File: config.mk
export PLATFORM = sky130hd
export DESIGN_NAME = debounce_multi
export DESIGN_NICKNAME = d
export VERILOG_FILES = /design/src/rtl/debounce_multi.sv
export SDC_FILE = /design/constraint.sdc
export NUM_CORES = 1
export LEC_CHECK = 0
export ABC_CLOCK_PERIOD_IN_PS = 3200
export CAP_MARGIN = 25
export CORE_AREA = 2 2 39 41
export CTS_CLUSTER_DIAMETER = 100
export DETAILED_ROUTE_END_ITERATION = 8
export DIE_AREA = 0 0 41 43
export GPL_TIMING_DRIVEN = 0
export PLACE_DENSITY_LB_ADDON = 0.25
export REMOVE_ABC_BUFFERS = 1
export SYNTH_ARGS = -nofsm -noshare
export SYNTH_HDL_FRONTEND = slang
export SYNTH_SLANG_ARGS = --single-unit
File: constraint.sdc
create_clock -name clk -period 3.2 [get_ports clk]
set_input_delay 0.64 -clock clk [delete_from_list [all_inputs] [get_ports clk]]
set_output_delay 0.64 -clock clk [all_outputs]
set_load 0.02 [all_outputs]
File: src/rtl/debounce_multi.sv
// Multi-channel symmetric debouncer: 2-FF sync, polarity normalisation, press/release
// filtering, clean level plus rise/fall event pulses. Long-press pulse with DEBOUNCE_HOLD_EN.
module debounce_multi #(
  parameter int WIDTH        = 1,
  parameter int TIMEOUT      = 1000,
  parameter int ACTIVE_LOW   = 0,
  parameter int HOLD_TIMEOUT = 100000
) (
  input  logic             clk,
  input  logic             rst,
  input  logic [WIDTH-1:0] data_in,
  output logic [WIDTH-1:0] data_out,
  output logic [WIDTH-1:0] rise_pulse,
  output logic [WIDTH-1:0] fall_pulse
`ifdef DEBOUNCE_HOLD_EN
  ,
  output logic [WIDTH-1:0] hold_pulse
`endif
);

  localparam int CNT_W = $clog2(TIMEOUT + 1);
  localparam logic [CNT_W-1:0] CNT_MAX = CNT_W'(TIMEOUT - 1);
  localparam logic POL = (ACTIVE_LOW != 0);
  localparam bit PARAMS_OK = (WIDTH >= 1) && (TIMEOUT >= 1) && (HOLD_TIMEOUT >= 1);

`ifdef DEBOUNCE_HOLD_EN
  localparam int HOLD_W = $clog2(HOLD_TIMEOUT + 1);
  localparam logic [HOLD_W-1:0] HOLD_MAX = HOLD_W'(HOLD_TIMEOUT);
  localparam logic [HOLD_W-1:0] HOLD_PRE = HOLD_W'(HOLD_TIMEOUT - 1);
`endif

  if (!PARAMS_OK) begin : g_bad_params
    $error("debounce_multi: WIDTH, TIMEOUT and HOLD_TIMEOUT must all be >= 1");
  end

  for (genvar i = 0; i < WIDTH; i++) begin : g_ch
    logic             sync_p0;
    logic             sync_p1;
    logic             level;
    logic             rise;
    logic             fall;
    logic [CNT_W-1:0] cnt;

    // Stage p0/p1: synchronizer with polarity folded in, so 0 is always "released".
    // The filter then runs on sync_p1; any cycle of agreement with level restarts the count.
    always_ff @(posedge clk) begin
      if (rst) begin
        sync_p0 <= 1'b0;
        sync_p1 <= 1'b0;
        level   <= 1'b0;
        rise    <= 1'b0;
        fall    <= 1'b0;
        cnt     <= '0;
      end else begin
        sync_p0 <= data_in[i] ^ POL;
        sync_p1 <= sync_p0;
        rise    <= 1'b0;
        fall    <= 1'b0;
        if (sync_p1 == level) begin
          cnt <= '0;
        end else if (cnt == CNT_MAX) begin
          level <= sync_p1;
          rise  <= sync_p1;
          fall  <= ~sync_p1;
          cnt   <= '0;
        end else begin
          cnt <= cnt + CNT_W'(1);
        end
      end
    end

    assign data_out[i]   = level;
    assign rise_pulse[i] = rise;
    assign fall_pulse[i] = fall;

`ifdef DEBOUNCE_HOLD_EN
    logic [HOLD_W-1:0] hcnt;
    logic              hold;

    // Saturating press-duration counter; saturation is what limits it to one pulse per press.
    always_ff @(posedge clk) begin
      if (rst) begin
        hcnt <= '0;
        hold <= 1'b0;
      end else begin
        hold <= 1'b0;
        if (!level) begin
          hcnt <= '0;
        end else if (hcnt != HOLD_MAX) begin
          hcnt <= hcnt + HOLD_W'(1);
          hold <= (hcnt == HOLD_PRE);
        end
      end
    end

    assign hold_pulse[i] = hold;
`endif
  end

endmodule
==> summary.txt, run 1 <==
Outcome - finished, final reports clean
Die area - 0.00176 sq mm
Critical path type - reg2out
CP required - 2560 ps
Hold Crit Class - reg2reg
Setup TNS - 0 ps
Vias in the first global route - 384
Worst Tran Pin Value - 326 ps
Routed Antenna Nets - 0
Die Span Y - 43 um
IO Count - 6
Synth Warn # - 0
Max rail drop VDD - 0.221 mV
Net Sw Frac - 21.9%
Cell taking the most area after synthesis - dfxtp_1
Final hold vios - 0
CP Max Fanout - 4
Initial Util - 42.9%
Clock skew - 7.36 ps
Gate power share - 2.2%
CP Buf/Inv Count - 1
Max H-tree Level - 1
Vias per cell - 5.25
Clk slew on worst S/H paths - 90 ps
GRT Util Overall - 14.2%
Post-route minimum period - 1900 ps
P&R area growth vs syn - 16.5%
PD cells - 441 mW/mm^2
Int Pwr - 0.238 mW
Setup crit end kind - output port
Worst Path Arrival - 1260 ps
Seq pwr share - 61.9%
Antenna violations before repair - 0
Hold Buf Count CTS - 0
Vias - 462
Gr ovfl total - 0
1st-iter DRT viols - 6
Seq cells post-synth - 15
# setup viols final - 0
Slew HR - 78.3%
Tcrit/Tclk final - 59.5%
CP Launch Type - flip-flop
Post-DP Area - 663 sq um
CTS resizes - 0
Routed len/inst - 11.0 um
Port bufs - 5
TritonCTS Buffers - 3
Worst skew pair latency - 290 ps
Core ar. - 0.00138 sq mm
Crit path max-delay cell type - clkdlybuf4s50_1
Pin count of the biggest net entering global routing - 10
R2R setup slack - 1790 ps
Total wire length - 971 um
Max-capacitance violation count - 0
Yosys cell types - 24
Fin nets - 77
Synth top area share - 50.6%
First drt pass iteration count - 4
Crit path cell chain - clkdlybuf4s50_1
DIE WIDTH - 41 um
Fmax - 525 MHz
Psw - 0.0667 mW
CTS max path bufs - 2
Finished Cell Area - 691 sq um
DP Wirelength - 717 um
Post-route DRC - 0
RSZ-0062 raised after global routing - no
Crit-path leading delay family - buffers and inverters
Syn_area_per_cell - 9.41 sq um
Max incr delay on CP - 610 ps
Post-CTS Setup Bufs - 0
Mapped cell area - 593 sq um
Clock power share - 35.9%
Ant. Diodes - 0
Synth top area cells - dfxtp_1 51%, nor2_1 4.4%, xnor2_1 4.4%
Layout cells sized above 1 - 11.1%
Clk root buf - clkbuf_4
Register area share after synthesis - 50.6%
P_leak - 0.244 nW
Final Wtd Congestion - 0.757
TritonCTS clock tree - done
Count of pins over their slew limit - 0
CTS sink cnt - 15
Num rows - 14
Cells after synthesis - 63
First-pass GRT wire length - 1570 um
[sequential cells by signal (all words and copies together) (netlist names)]
name	flops
data_out	1
g_ch.sync_p1	1
fall_pulse	1
g_ch.cnt	10
rise_pulse	1
g_ch.sync_p0	1
[per-layer routing]
metal / global-route usage, % / part of all wire [%] / vias up
met5: 0 / 0 / -
met4: 14.0 / 4.1 / 0
met3: 3.14 / 3.4 / 5
met2: 17.5 / 40 / 9
met1: 18.8 / 53 / 208
li1: - / - / 240
[cell type report]
class	instances	area, sq um
clock inverters	1	5.00
repair buffers	5	50.0
inverters	1	3.75
well taps	16	20.0
flip-flops and latches	15	300
fillers	144	693
clock buffers	3	22.5
multi-input cells	47	289
[synthesized netlist by cell type]
| library cell | count |
|---|---|
| ha_1 | 1 |
| nor2_1 | 7 |
| dfxtp_1 | 15 |
| nand2b_1 | 2 |
| a21oi_1 | 3 |
| nor2_2 | 1 |
| or3_1 | 1 |
| o211ai_1 | 1 |
| a21oi_2 | 1 |
| nor3_1 | 2 |
| and4_1 | 1 |
| and3_2 | 1 |
| nand4_1 | 2 |
| o221a_2 | 1 |
| nand3_1 | 4 |
| and3_1 | 3 |
| a21o_1 | 2 |
| nand2_1 | 5 |
| o21a_1 | 1 |
| xnor2_1 | 3 |
| inv_1 | 1 |
| nor2b_1 | 2 |
| xor2_1 | 2 |
| nor3b_1 | 1 |
[logic make-up (layout without fill, tap and decap cells)]
kind of cell	Yosys count	after routing	synth area share [%]
AND/OR/NAND/NOR	32	32	28.3
flip-flops	15	15	50.6
AO/OA/AOI/OAI	9	9	11.0
XOR/XNOR	5	5	7.39
adder cells (fa/ha/maj)	1	1	2.11
buffers and inverters	1	10	0.632
[layout by cell type (no fill, tap or decap), drive strengths merged]
master         Yosys  routed
clkdlybuf4s50      0       5
xor2               2       2
clkinv             0       1
nand2b             2       2
o211ai             1       1
ha                 1       1
a21oi              4       4
nand4              2       2
and3               4       4
or3                1       1
nand2              5       5
a21o               2       2
nor2               8       8
o21a               1       1
dfxtp             15      15
inv                1       1
and4               1       1
clkbuf             0       3
nor3               2       2
xnor2              3       3
o221a              1       1
nor3b              1       1
nand3              4       4
nor2b              2       2
[through the flow]
stage               util, %  hold slack (ps)  cells  worst slack, ps  total power [mW]
floorplan                 -              414     63             1920             0.196
global placement       47.9              419     84             1360             0.200
detailed placement     47.9              426     84             1360             0.200
CTS                    49.9              447     88             1280             0.310
global route           49.9              464     88             1230             0.321
finish                 49.9              442     88             1300             0.305
[final timing paths]
check | endpoint | startpoint | cells past startpoint
setup reg to reg | g_ch[0].cnt[8] | g_ch[0].cnt[0] | 5
hold reg to reg | g_ch[0].sync_p1 | g_ch[0].sync_p0 | 1
hold / removal | g_ch[0].sync_p1 | g_ch[0].sync_p0 | 1
setup / recovery | data_out | data_out | 1
[power groups by stage]
stage	Sequential (mW)	Combinational, mW	Clock (mW)
6_report	0.189	0.00659	0.109
3_3_place_gp	0.193	0.00649	0
5_1_grt	0.189	0.00733	0.125
3_5_place_dp	0.193	0.00670	0
4_1_cts	0.189	0.00673	0.114
2_1_floorplan	0.193	0.00267	0
(Power assumes the default switching activity.)
==> inputs of run 2 (changes only) <==
--- a/config.mk
+++ b/config.mk
@@ -5,7 +5,7 @@
 export SDC_FILE = /design/constraint.sdc
 export NUM_CORES = 1
 export LEC_CHECK = 0
-export ABC_CLOCK_PERIOD_IN_PS = 3200
+export ABC_CLOCK_PERIOD_IN_PS = 1800
 export CAP_MARGIN = 25
 export CORE_AREA = 2 2 39 41
 export CTS_CLUSTER_DIAMETER = 100
==> constraint.sdc (replaced) <==
create_clock -name clk -period 1.8 [get_ports clk]
set_input_delay 0.36 -clock clk [delete_from_list [all_inputs] [get_ports clk]]
set_output_delay 0.36 -clock clk [all_outputs]
set_load 0.02 [all_outputs]
==> results of run 2 <==
The final DEF is identical to that of run 1. Status: finished, final reports clean.
Main changes from that run: setup slack after placement 1360 ps -> 235 ps; setup slack after layout 1300 ps -> 177 ps; register-to-register setup slack 1790 ps -> 390 ps; total power 0.305 mW -> 0.542 mW; worst IR drop on VDD 0.221 mV -> 0.392 mV
